$ cat src/rtl/adma_sequencer.sv
`default_nettype none
// ============================================================================
// Module   : adma_sequencer
// Brief    : ADMA2 descriptor-table walker that issues one transfer command per
//            data descriptor. ADMA_ADDR64_EN selects 128-bit two-beat descriptors.
// Revision : 1.0  initial release
// ============================================================================
module adma_sequencer #(
    parameter int DESC_ABITS = 3
) (
    input  logic        CLK,
    input  logic        RESET,
    input  logic        STOP,
    input  logic        command_reg_write,
    input  logic        command_reg_continue,
    input  logic        direction,
    input  logic [63:0] starting_address,
    output logic        desc_req,
    output logic [63:0] desc_addr,
    input  logic        desc_ack,
    input  logic [63:0] desc_data,
    input  logic        desc_err,
    output logic        xfer_start,
    output logic [63:0] xfer_addr,
    output logic [16:0] xfer_len,
    output logic        xfer_dir,
    input  logic        xfer_done,
    input  logic        xfer_err,
    output logic        busy,
    output logic        int_pulse,
    output logic        done,
    output logic        err,
    output logic [1:0]  err_state,
    output logic [63:0] err_addr
);

`ifdef ADMA_ADDR64_EN
    // 128-bit descriptors always advance by 16 bytes regardless of the parameter
    localparam int c_abits = DESC_ABITS - DESC_ABITS + 4;
`else
    localparam int c_abits = DESC_ABITS;
`endif
    localparam logic [63:0] c_stride = 64'd1 << c_abits;
    localparam logic [63:0] c_mask   = ~(c_stride - 64'd1);

    localparam logic [2:0] ST_STOP  = 3'd0;
    localparam logic [2:0] ST_FDS   = 3'd1;
    localparam logic [2:0] ST_CADR  = 3'd2;
    localparam logic [2:0] ST_TFR   = 3'd3;
    localparam logic [2:0] ST_PAUSE = 3'd4;

    localparam logic [1:0] c_act_tran = 2'b10;
    localparam logic [1:0] c_act_link = 2'b11;

    logic [2:0]  r_state;
    logic [63:0] r_ptr;
    logic        r_dir;
    logic [2:0]  r_attr;       // {int, end, valid}
    logic [1:0]  r_act;
    logic [15:0] r_len;
    logic [63:0] r_desc_addr;
    logic [63:0] r_xfer_addr;
    logic [16:0] r_xfer_len;
    logic        r_xfer_start;
    logic        r_done;
    logic        r_int;
    logic        r_err;
    logic [1:0]  r_err_state;
    logic [63:0] r_err_addr;
`ifdef ADMA_ADDR64_EN
    logic        r_beat;
`endif

    logic [2:0]  w_cmpl_state;
    logic        w_unused;

    // END beats STOP; STOP only parks the walker between descriptors
    assign w_cmpl_state = r_attr[1] ? ST_STOP : (STOP ? ST_PAUSE : ST_FDS);
    assign w_unused     = &{1'b0, desc_data[15:6], desc_data[3]};

    assign desc_req   = (r_state == ST_FDS);
`ifdef ADMA_ADDR64_EN
    assign desc_addr  = r_ptr + (r_beat ? 64'd8 : 64'd0);
`else
    assign desc_addr  = r_ptr;
`endif
    assign xfer_start = r_xfer_start;
    assign xfer_addr  = r_xfer_addr;
    assign xfer_len   = r_xfer_len;
    assign xfer_dir   = r_dir;
    assign busy       = (r_state != ST_STOP);
    assign int_pulse  = r_int;
    assign done       = r_done;
    assign err        = r_err;
    assign err_state  = r_err_state;
    assign err_addr   = r_err_addr;

    always_ff @(posedge CLK) begin
        if (RESET) begin
            r_state      <= ST_STOP;
            r_ptr        <= 64'd0;
            r_dir        <= 1'b0;
            r_attr       <= 3'd0;
            r_act        <= 2'd0;
            r_len        <= 16'd0;
            r_desc_addr  <= 64'd0;
            r_xfer_addr  <= 64'd0;
            r_xfer_len   <= 17'd0;
            r_xfer_start <= 1'b0;
            r_done       <= 1'b0;
            r_int        <= 1'b0;
            r_err        <= 1'b0;
            r_err_state  <= 2'b00;
            r_err_addr   <= 64'd0;
`ifdef ADMA_ADDR64_EN
            r_beat       <= 1'b0;
`endif
        end else begin
            r_xfer_start <= 1'b0;
            r_done       <= 1'b0;
            r_int        <= 1'b0;
            case (r_state)
                ST_STOP: begin
                    if (command_reg_write) begin
                        r_state <= ST_FDS;
                        r_ptr   <= starting_address & c_mask;
                        r_dir   <= direction;
                        r_err   <= 1'b0;
                    end
                end
                ST_FDS: begin
                    if (desc_ack) begin
                        if (desc_err) begin
                            r_err       <= 1'b1;
                            r_err_state <= 2'b01;
                            r_err_addr  <= r_ptr;
                            r_state     <= ST_STOP;
`ifdef ADMA_ADDR64_EN
                            r_beat      <= 1'b0;
                        end else if (!r_beat) begin
                            r_attr <= desc_data[2:0];
                            r_act  <= desc_data[5:4];
                            r_len  <= desc_data[31:16];
                            r_beat <= 1'b1;
                        end else begin
                            r_desc_addr <= desc_data;
                            r_beat      <= 1'b0;
                            r_state     <= ST_CADR;
                        end
`else
                        end else begin
                            r_attr      <= desc_data[2:0];
                            r_act       <= desc_data[5:4];
                            r_len       <= desc_data[31:16];
                            r_desc_addr <= {32'd0, desc_data[63:32]};
                            r_state     <= ST_CADR;
                        end
`endif
                    end
                end
                ST_CADR: begin
                    if (!r_attr[0]) begin
                        r_err       <= 1'b1;
                        r_err_state <= 2'b01;
                        r_err_addr  <= r_ptr;
                        r_state     <= ST_STOP;
                    end else if (r_act == c_act_tran) begin
                        r_state      <= ST_TFR;
                        r_xfer_start <= 1'b1;
                        r_xfer_addr  <= r_desc_addr;
                        // a zero length field encodes the full 64 KiB
                        r_xfer_len   <= {(r_len == 16'd0), r_len};
                    end else begin
                        if (r_act == c_act_link) begin
                            r_ptr <= r_desc_addr & c_mask;
                        end else begin
                            r_ptr <= r_ptr + c_stride;
                        end
                        r_int   <= r_attr[2];
                        r_done  <= r_attr[1];
                        r_state <= w_cmpl_state;
                    end
                end
                ST_TFR: begin
                    if (xfer_err) begin
                        r_err       <= 1'b1;
                        r_err_state <= 2'b11;
                        r_err_addr  <= r_ptr;
                        r_state     <= ST_STOP;
                    end else if (xfer_done) begin
                        r_ptr   <= r_ptr + c_stride;
                        r_int   <= r_attr[2];
                        r_done  <= r_attr[1];
                        r_state <= w_cmpl_state;
                    end
                end
                ST_PAUSE: begin
                    if (command_reg_continue && !STOP) begin
                        r_state <= ST_FDS;
                    end
                end
                default: r_state <= ST_STOP;
            endcase
        end
    end

endmodule
`default_nettype wire

$ cat config.mk
export PLATFORM = sky130hd
export DESIGN_NAME = adma_sequencer
export DESIGN_NICKNAME = d
export VERILOG_FILES = /design/src/rtl/adma_sequencer.sv
export SDC_FILE = /design/constraint.sdc
export NUM_CORES = 1
export LEC_CHECK = 0
export CORE_ASPECT_RATIO = 1.2
export CORE_UTILIZATION = 50
export CTS_BUF_LIST = sky130_fd_sc_hd__clkbuf_8 sky130_fd_sc_hd__clkbuf_16
export DETAILED_ROUTE_END_ITERATION = 6
export PLACE_DENSITY = 0.89
export SLEW_MARGIN = 20
export SYNTH_ARGS = -nofsm -noshare
export SYNTH_HDL_FRONTEND = slang
export SYNTH_SLANG_ARGS = --single-unit
$ cat constraint.sdc
create_clock -name CLK -period 6.6 [get_ports CLK]
set_clock_uncertainty 0.1 [all_clocks]
set_input_delay 0.66 -clock CLK [delete_from_list [all_inputs] [get_ports CLK]]
set_output_delay 0.66 -clock CLK [all_outputs]
set_load 0.05 [all_outputs]
* Word-level counts from Yosys, hierarchy flattened
Cells that the tools add are included.
** Storage, ports and cells
- Register bits :: 240
- Latch bits :: 0
- Bits in writable memories :: 0
- ROM bits :: 0
- Output and inout bits :: 218
- Logic and storage cells :: 97
- Memories :: 0
** Operators by class
- Add/subtract/negate cells :: 1
- $mul :: 0
- Divide/modulo/power cells :: 0
- Order comparisons :: 0
- Equality and inequality tests :: 17
- Shift-type cells :: 0
- Multiplexer cells :: 45
- Bitwise gates (word level) :: 3
- Reductions and logical operators :: 16
** Operators by type and width (count)
- $mux 64 :: 10
- $pmux 64 s3 :: 2
- $add 64x4->64 const B :: 1
- $mux 3 :: 9
- $logic_not 16->1 :: 1
- $ne 2x2->1 const B :: 8
- $pmux 3 s5 :: 1
- $mux 1 :: 14
- $reduce_and 6->1 :: 2
- $mux 2 :: 5
- $reduce_bool 3->1 :: 3
- $eq 3x2->1 const B :: 2
- $pmux 2 s3 :: 1
- $reduce_and 3->1 :: 2
- $reduce_and 5->1 :: 1
- $eq 2x2->1 const B :: 2
- $ne 2x1->1 const B :: 2
- $pmux 1 s2 :: 2
- $pmux 1 s4 :: 1
- $reduce_and 4->1 :: 1
- $reduce_bool 4->1 :: 1
- $eq 3x1->1 const B :: 1
- $eq 3x3->1 const B :: 1
- $logic_not 3->1 :: 1
- other kinds (6) :: 8

* Longest topological paths before layout
Gate-level depths: netlist (run 1).
- Word-level depth :: 5
- Gate-level depth with buffers :: 10
- Gate-level depth less buffers :: 7

* Worst setup path before layout (run 1)
No wires, ideal clock.
- Path type :: reg2reg
- From :: register r_ptr[3] (netlist: desc_addr[3])
- To :: register r_ptr[53] (netlist: desc_addr[53])
- Library setup time :: 0.122 ns
- Arrival time :: 2.297 ns
- Setup slack :: 4.081 ns
- Cell stages (with the launch flop) :: 7
- Buffers on the path :: 0
- Period minus slack after synthesis :: 2.519 ns
- Cell sequence :: dfxtp_1 ha_1 and3_1 nand4_1 nor4b_2 nand4_1 a311o_1
** Between the ends
- Cells in the longest elaborated chain, start to end :: 5
** RTL lines
- from (decl) :: RTL line 56 : logic [63:0] r_ptr;
- from (signal assigned) :: RTL line 126 : r_ptr <= starting_address & c_mask;
- from (signal assigned) :: RTL line 175 : r_ptr <= r_desc_addr & c_mask;
- from (signal assigned) :: RTL line 177 : r_ptr <= r_ptr + c_stride;
- $add 64x4->64 (*) :: RTL line 177, 191
- $mux 64 :: RTL line 174 : if (r_act == c_act_link) begin
- $mux 64 :: RTL line 167 : end else if (r_act == c_act_tran) begin
- $mux 64 :: RTL line 162 : if (!r_attr[0]) begin
- $pmux 64 s3 (*) :: RTL line 122 : case (r_state)
Every way passes the cells marked *; elsewhere a longest branch is shown, timed or not. The select of a mux whose other input is x is not followed.
A chain may end at the register's enable or synchronous reset.

* Worst setup path after layout (run 1)
- From :: register r_state[0]
- To :: register r_ptr[38] (netlist: desc_addr[38])
** Between the ends
- Cells in the longest elaborated chain, start to end :: 3
** RTL lines
- from (decl) :: RTL line 55 : logic [2:0] r_state;
- from (signal assigned) :: RTL line 181 : r_state <= w_cmpl_state;
- from (signal assigned) :: RTL line 194 : r_state <= w_cmpl_state;
- $eq 3x2->1 / $logic_not 3->1 (equally long branches) :: RTL line 122
- $ne 2x2->1 (no line) / $reduce_bool 3->1 (equally long branches)
- $reduce_and 6->1 (no line)
Several ways; a longest one is shown, not always the timed one.

==> metrics.md, run 1 <==
| Metric | Value |
|---|---|
| Status | `finished, final reports clean` |
| DR top layer | `met4` |
| Seq pwr share | `0.406` |
| DRC violations left | `0` |
| Tcrit/Tclk final | `0.4838` |
| Critical path endpoint category | `flop` |
| Post-synth EDFFs | `0` |
| Overflow after GRT | `0` |
| Ys async rst share | `0` |
| Ports | `around 360` |
| Crit-path max FO | `47` |
| Final hold violations | `0` |
| Minimum clock period | `approximately 3200 ps` |
| Fin. max-slew vios | `0` |
| Core area | `21050 um2` |
| Kind of critical path | `flop to flop` |
| Synth Instances | `1441` |
| Seq cells post-synth | `approximately 230` |
| Setup TNS | `0 ps` |
| Placed Instances | `approximately 1900` |
| Detail Placement HPWL | `between 20000 and 25000 um` |
| WHS Path Cells | `2` |
| Initial antenna violation count | `0` |
| Slew Limit Headroom | `0.2764` |
| CTS tree | `yes` |
| Clock buffer depth | `3` |
| Max rail drop VDD | `0.0002291 V` |
| Endpoints failing setup | `0` |
| Post-layout nets | `1814` |
| Top-count cell post-synth | `nand2_1` |
| Largest net degree at the start of global routing | `126` |
| Worst min path class | `flop to flop` |
| PostCTS Resize Cnt | `0` |
| Via count | `11550` |
| Primary FF master, synth | `dfxtp_1` |
| Met3 Wirelength | `3253 um` |
| FP Rows | `58` |
| Cells on worst reg2reg path | `7` |
| Clock Power Share | `0.381` |
| Total wire length | `approximately 36000 um` |
| Worst-path clk slew | `around 60 ps` |
| Crit start category | `flop` |
| Die area | `~22000 um2` |
| Highest Clock Rate | `313.2 MHz` |
| Largest area contributor in the netlist | `dfxtp_1` |
| Gpl congestion | `between 0.9 and 1` |
| Unrepaired setup endpoints after global routing | `no` |
| Comb power frac | `0.213` |
| Syn. warnings | `0` |
| Antenna diode count | `0` |
| First-pass GRT wire length | `54940 um` |
| Vias in the first global route | `between 10000 and 15000` |
| Leakage | `~0.0050 uW` |
| Synth top area cells | `dfxtp_1, nand2_1, a21oi_1` |
| Starting density of the core | `0.5117` |
| Avg Cell Area, Syn | `about 7.5 um2` |
| # port buffers | `303` |
| CTS buffer count | `24` |
| Syn-to-layout area delta | `35.72%` |
| Synth Cell Area | `10770 um2` |
| Layout cells sized above 1 | `0.05201` |
| Critical path arrival | `approximately 3500 ps` |
| Sequential area share after synthesis | `0.4350` |
| Sw Share | `0.3171` |
| Via density | `approximately 6` |
| Iter 0 DRT Violations | `997` |
| Die Height | `162.8 um` |
| Chip width | `roughly 140 um` |
| Finished Layout Cells | `1962` |
| PwrDens | `273.1 nW/um2` |
| Most common library cells after synthesis | `nand2_1, dfxtp_1, a21oi_1, clkbuf_1, nor2_1` |
| Hold buffers post-CTS | `0` |
| Final ANT Viol Nets | `0` |
| WP data required | `just under 7000 ps` |
| CTS sink cnt | `~230` |
| Clock root buffer | `clkbuf_16` |
| Pre-antenna DRT Iters | `6` |
| Metal2 WL | `approximately 17000 um` |
| # Max-Cap Violations | `0` |
| Tot Pwr | `3991 uW` |
| Sw power | `1266 uW` |
| Synth cell types | `between 60 and 70` |
| Number of setup buffers added after CTS | `0` |
| Int Power | `around 2700 uW` |
| Worst-Skew Late Latency | `530 ps` |
| GRT Util Overall | `0.3116` |
| Synth top area share | `0.4350` |
| Drt wl/cell | `about 18 um` |
| Slew @ Worst Pin | `roughly 1100 ps` |
| H-tree depth | `1` |
| Metal1 wirelength | `~14000 um` |
-- flip-flops by register name, indices dropped and copies added (netlist names) --
signal and cells:
desc_addr 61, done 1, err 1, err_addr 61
err_state 2, int_pulse 1, r_act 2, r_attr 3
r_desc_addr 32, r_len 16, r_state 3, xfer_addr 32
xfer_dir 1, xfer_len 17, xfer_start 1
-- cell type report --
class,instances,area (um2)
repair buffers,315,3137
well taps,270,337.8
clock buffers,31,708.2
inverters,9,33.78
multi-input cells,1091,5528
flip-flops and latches,234,4684
fillers,1644,6431
clock inverters,12,185.2
-- power by group through the flow --
stage                     Sequential [uW]  Clock [uW]  Combinational (uW)
after global placement               1640           0                 829
after floorplan                      1800           0                 390
after detailed placement             1650           0                 840
after global routing                 1630        1600                 902
final                                1620        1520                 850
after CTS                            1620        1530                 845
-- kinds of logic after synthesis --
| logic type | Yosys count | share of synthesized area |
|---|---|---|
| simple gates | 666 | 0.2821 |
| compound gates | 372 | 0.1996 |
| flops | 234 | 0.4350 |
| buf+inv | 153 | 0.06867 |
| mux | 14 | 0.01301 |
| fa+ha+maj | 1 | 0.001162 |
| other cells | 1 | 0.0003483 |
-- layer usage --
| metal | vias to the layer above | track usage |
|---|---|---|
| li1 | 5390 | - |
| met1 | 5423 | 0.3803 |
| met2 | 613 | 0.5181 |
| met3 | 124 | 0.05851 |
| met4 | 0 | 0.1641 |
| met5 | - | 0 |
-- metrics by stage --
step | instance area [um2] | hold slack (ps) | setup WS [ps] | util
final | 14610 | 351.7 | 3407 | 0.6944
after global placement | 13700 | 336.7 | 3358 | 0.6510
after CTS | 14590 | 354.0 | 3455 | 0.6935
after global routing | 14610 | 375.7 | 3203 | 0.6944
after detailed placement | 13700 | 345.3 | 3322 | 0.6510
after floorplan | 10910 | 331.5 | 4081 | -
-- worst max-delay path, cell delays in order, from the launching register on --
cell and delay, ps:
dfxtp_1 450, and3b_2 910, nand2b_1 640, buf_4 370
nor2_1 60, nor4bb_1 150, a221oi_1 220, o21ai_0 100
-- path summary, 6_finish.rpt --
check | start | end | slack, ps
worst max-delay path | r_state[0] | desc_addr[38] | 3410
worst min-delay path | err_addr[8] | err_addr[8] | 350
worst max register to register | r_state[0] | desc_addr[38] | 3410
worst min register to register | err_addr[8] | err_addr[8] | 350
-- cells in the final DEF, fill, tap and decap left out, types with 4 or more instances in the layout --
| cell type | count |
|---|---|
| clkbuf_16 | 25 |
| conb_1 | 38 |
| a22oi_1 | 8 |
| nor2_1 | 62 |
| o32ai_1 | 5 |
| nand2b_1 | 6 |
| or4_1 | 8 |
| nor4_1 | 12 |
| dfxtp_1 | 234 |
| clkbuf_8 | 6 |
| nor3b_1 | 5 |
| clkdlybuf4s50_1 | 302 |
| nor2_4 | 4 |
| a31o_2 | 6 |
| and4_1 | 4 |
| and3_1 | 30 |
| o21ai_0 | 41 |
| buf_4 | 11 |
| and2_1 | 8 |
| nor3_1 | 19 |
| o31ai_1 | 5 |
| a31oi_1 | 9 |
| nand3_1 | 45 |
| o311ai_0 | 4 |
| nor2b_1 | 5 |
| nand4_1 | 21 |
| o31a_1 | 5 |
| o22ai_1 | 10 |
| mux2i_1 | 14 |
| bufinv_16 | 5 |
| inv_1 | 12 |
| nand2_1 | 408 |
| a211oi_1 | 5 |
| a21oi_1 | 226 |
| o211ai_1 | 18 |
| a21o_1 | 7 |
Power figures use the tool's default switching activity.
==> run 2: changes to the inputs <==
Settings changed: CORE_UTILIZATION 50 to 46, PLACE_DENSITY 0.89 to 0.83.
Clock period 6.6 ns to 3.3 ns, I/O delays scaled along.
==> run 2 against run 1 <==
Cell count grew 3.0%. Non-clock buffer count grew 22. Largest cell class unchanged. Clock-buffer cell count decreased by 1. Die area up 8.6%. Register-to-register slack got worse by 2800 ps. Critical path depth down 1. Critical endpoint is now desc_addr[53]. Clock power is 77% higher. Critical path type unchanged. Sequential power is 98% higher. Cell area grew 0.97%.
==> metrics.md, run 2 (synthesized netlist as in run 1, its figures left out) <==
| Metric | Value |
|---|---|
| Final hold violations | `0 (unchanged)` |
| Pre-antenna DRT Iters | `5 (was 6)` |
| Fin. max-slew vios | `0 (unchanged)` |
| Layout cells sized above 1 | `0.06312 (was 0.05201)` |
| Syn-to-layout area delta | `37.03% (was 35.72%)` |
| Tcrit/Tclk final | `0.8178 (was 0.4838)` |
| PnR worst setup slack | `601.2 ps (was 3407 ps)` |
| Hold buffers post-CTS | `0 (unchanged)` |
| Kind of critical path | `flop to flop (unchanged)` |
| Starting density of the core | `0.4749 (was 0.5117)` |
| GRT Util Overall | `0.2920 (was 0.3116)` |
| Clock buffer depth | `3 (unchanged)` |
| Commonest cells after routing, fill and taps aside | `nand2_1, clkdlybuf4s50_1, dfxtp_1 (unchanged)` |
| Final core occ | `0.6508 (was 0.6944)` |
| Slew Limit Headroom | `0.2811 (was 0.2764)` |
| GR peak layer | `met2 (unchanged)` |
| Critical path's top delay family | `simple AND/OR/NAND/NOR gates (unchanged)` |
| Critical path endpoint category | `flop (unchanged)` |
| CTS buffer count | `24 (unchanged)` |
| Iter 0 DRT Violations | `829 (was 997)` |
| First-pass GRT wire length | `56440 um (was 54940 um)` |
| PwrDens | `520.9 nW/um2 (was 273.1 nW/um2)` |
| # Max-Cap Violations | `0 (unchanged)` |
| Final ANT Viol Nets | `0 (unchanged)` |
| Worst-Skew Late Latency | `520 ps (was 530 ps)` |
| Place WS | `593.0 ps (was 3322 ps)` |
| Commonest non-fill, non-tap cell in the layout | `nand2_1 (unchanged)` |
| Via density | `5.634 (was 5.887)` |
| Setup TNS | `0 ps (unchanged)` |
| FP Rows | `60 (was 58)` |
| Unrepaired setup endpoints after global routing | `no (unchanged)` |
| Total wire length | `36110 um (was 35790 um)` |
| Via count | `11386 (was 11550)` |
| # port buffers | `303 (unchanged)` |
| Vias in the first global route | `10762 (was 10636)` |
| H-tree depth | `1 (unchanged)` |
| Die Height | `169.6 um (was 162.8 um)` |
| Met2 GRT Util | `0.4933 (was 0.5181)` |
| Worst path bufs/invs | `0 (was 1)` |
| Core area | `22670 um2 (was 21050 um2)` |
| Number of setup buffers added after CTS | `0 (unchanged)` |
| Met3 usage | `0.05926 (was 0.05851)` |
| Crit-path max FO | `6 (was 47)` |
| Ports | `356 (unchanged)` |
| Detail Placement HPWL | `25150 um (was 23830 um)` |
| WP data required | `3600 ps (was 6860 ps)` |
| DRC violations left | `0 (unchanged)` |
| Worst min path class | `input port to flop (was flop to flop)` |
| Antenna diode count | `0 (unchanged)` |
| CP Cell Sequence | `ha_1 > and3_1 > nand4_1 > nor4b_2 > nand4_1 > a311o_1 (was and3b_2 > nand2b_1 > buf_4 > nor2_1 > nor4bb_1 > a221oi_1 > o21ai_0)` |
| Endpoints failing setup | `0 (unchanged)` |
| Largest net degree at the start of global routing | `83 (was 126)` |
| PostCTS Resize Cnt | `0 (unchanged)` |
| Status | `finished, final reports clean (unchanged)` |
| Leakage | `0.005068 uW (was 0.004995 uW)` |
| Max rail drop VDD | `0.0003993 V (was 0.0002291 V)` |
| Overflow after GRT | `0 (unchanged)` |
| Max incr delay on CP | `690 ps (was 910 ps)` |
| Crit path max-delay cell type | `nor4b_2 (was and3b_2)` |
| Gpl congestion | `0.8761 (was 0.9081)` |
| CTS tree | `yes (unchanged)` |
| GR Util met1 | `0.3561 (was 0.3803)` |
| Drt wl/cell | `17.87 um (was 18.24 um)` |
| CTS sink cnt | `234 (unchanged)` |
| Highest Clock Rate | `370.5 MHz (was 313.2 MHz)` |
| Initial antenna violation count | `1 (was 0)` |
| Post-layout nets | `1836 (was 1814)` |
| Chip width | `141.7 um (was 136.0 um)` |
| Crit start category | `flop (unchanged)` |
| Minimum clock period | `2699 ps (was 3193 ps)` |
| Worst-path clk slew | `60 ps (about the same)` |
| Critical path's most frequent cell | `nand4_1` |
| WHS | `68.12 ps (was 351.7 ps)` |
| Clock root buffer | `clkbuf_16 (unchanged)` |
| Critical path arrival | `3000 ps (was 3450 ps)` |
| Slew @ Worst Pin | `1075 ps (was 1085 ps)` |
| Die area | `24030 um2 (was 22130 um2)` |
run 2: cell types whose count changed in the layout (fill, tap and decap cells not counted):
cell        before  now
clkinv_4         1    0
clkinvlp_4       0    1
bufinv_16        5    1
clkinv_2         3    6
inv_1           12   11
buf_12           1    5
buf_4           11   29
clkbuf_8         6    5
run 2: final timing paths:
check | end | startpoint | cells after the start | slack (ps)
min reg2reg | r_attr[2] | r_attr[2] | 2 | 350
max | desc_addr[53] | desc_addr[3] | 6 | 600
min | err_addr[54] | RESET | 2 | 70
max reg2reg | desc_addr[53] | desc_addr[3] | 6 | 600
run 2: layer usage:
layer  wire length, um  part of all wire
met5                11           0.00030
met4              1484             0.041
met3              3031             0.084
met2             17160              0.48
met1             14430              0.40
run 2: layout make-up:
cell class	instances	area [um2]
clock buffer	30	694.4
clock inverter	10	75.07
fill	1949	7916
multi-input combinational	1091	5528
inverter	9	33.78
timing repair buffer	337	3352
sequential	234	4684
tap	310	387.9
run 2: metrics by stage:
| stage | area, um2 | std cells | power, uW |
|---|---|---|---|
| floorplan | 10910 | 1478 | 4371 |
| finish | 14760 | 2021 | 7687 |
| detailed placement | 13990 | 1981 | 5044 |
| CTS | 14760 | 2021 | 7701 |
| global placement | 13990 | 1981 | 5012 |
| global route | 14760 | 2021 | 7956 |
run 2: power breakdown:
group | switching (uW) | internal [uW] | leakage [uW] | total [uW]
clock network | 1130 | 1550 | 0.000392 | 2690
logic | 1170 | 631 | 0.00278 | 1800
registers | 218 | 2980 | 0.00190 | 3200
total | 2520 | 5160 | 0.00507 | 7690
run 2: worst reg2reg max path, stage by stage, from the launching register on:
cell and delay [ps]:
dfxtp_1 430, ha_1 240, and3_1 240, nand4_1 300, nor4b_2 690, nand4_1 210
a311o_1 380
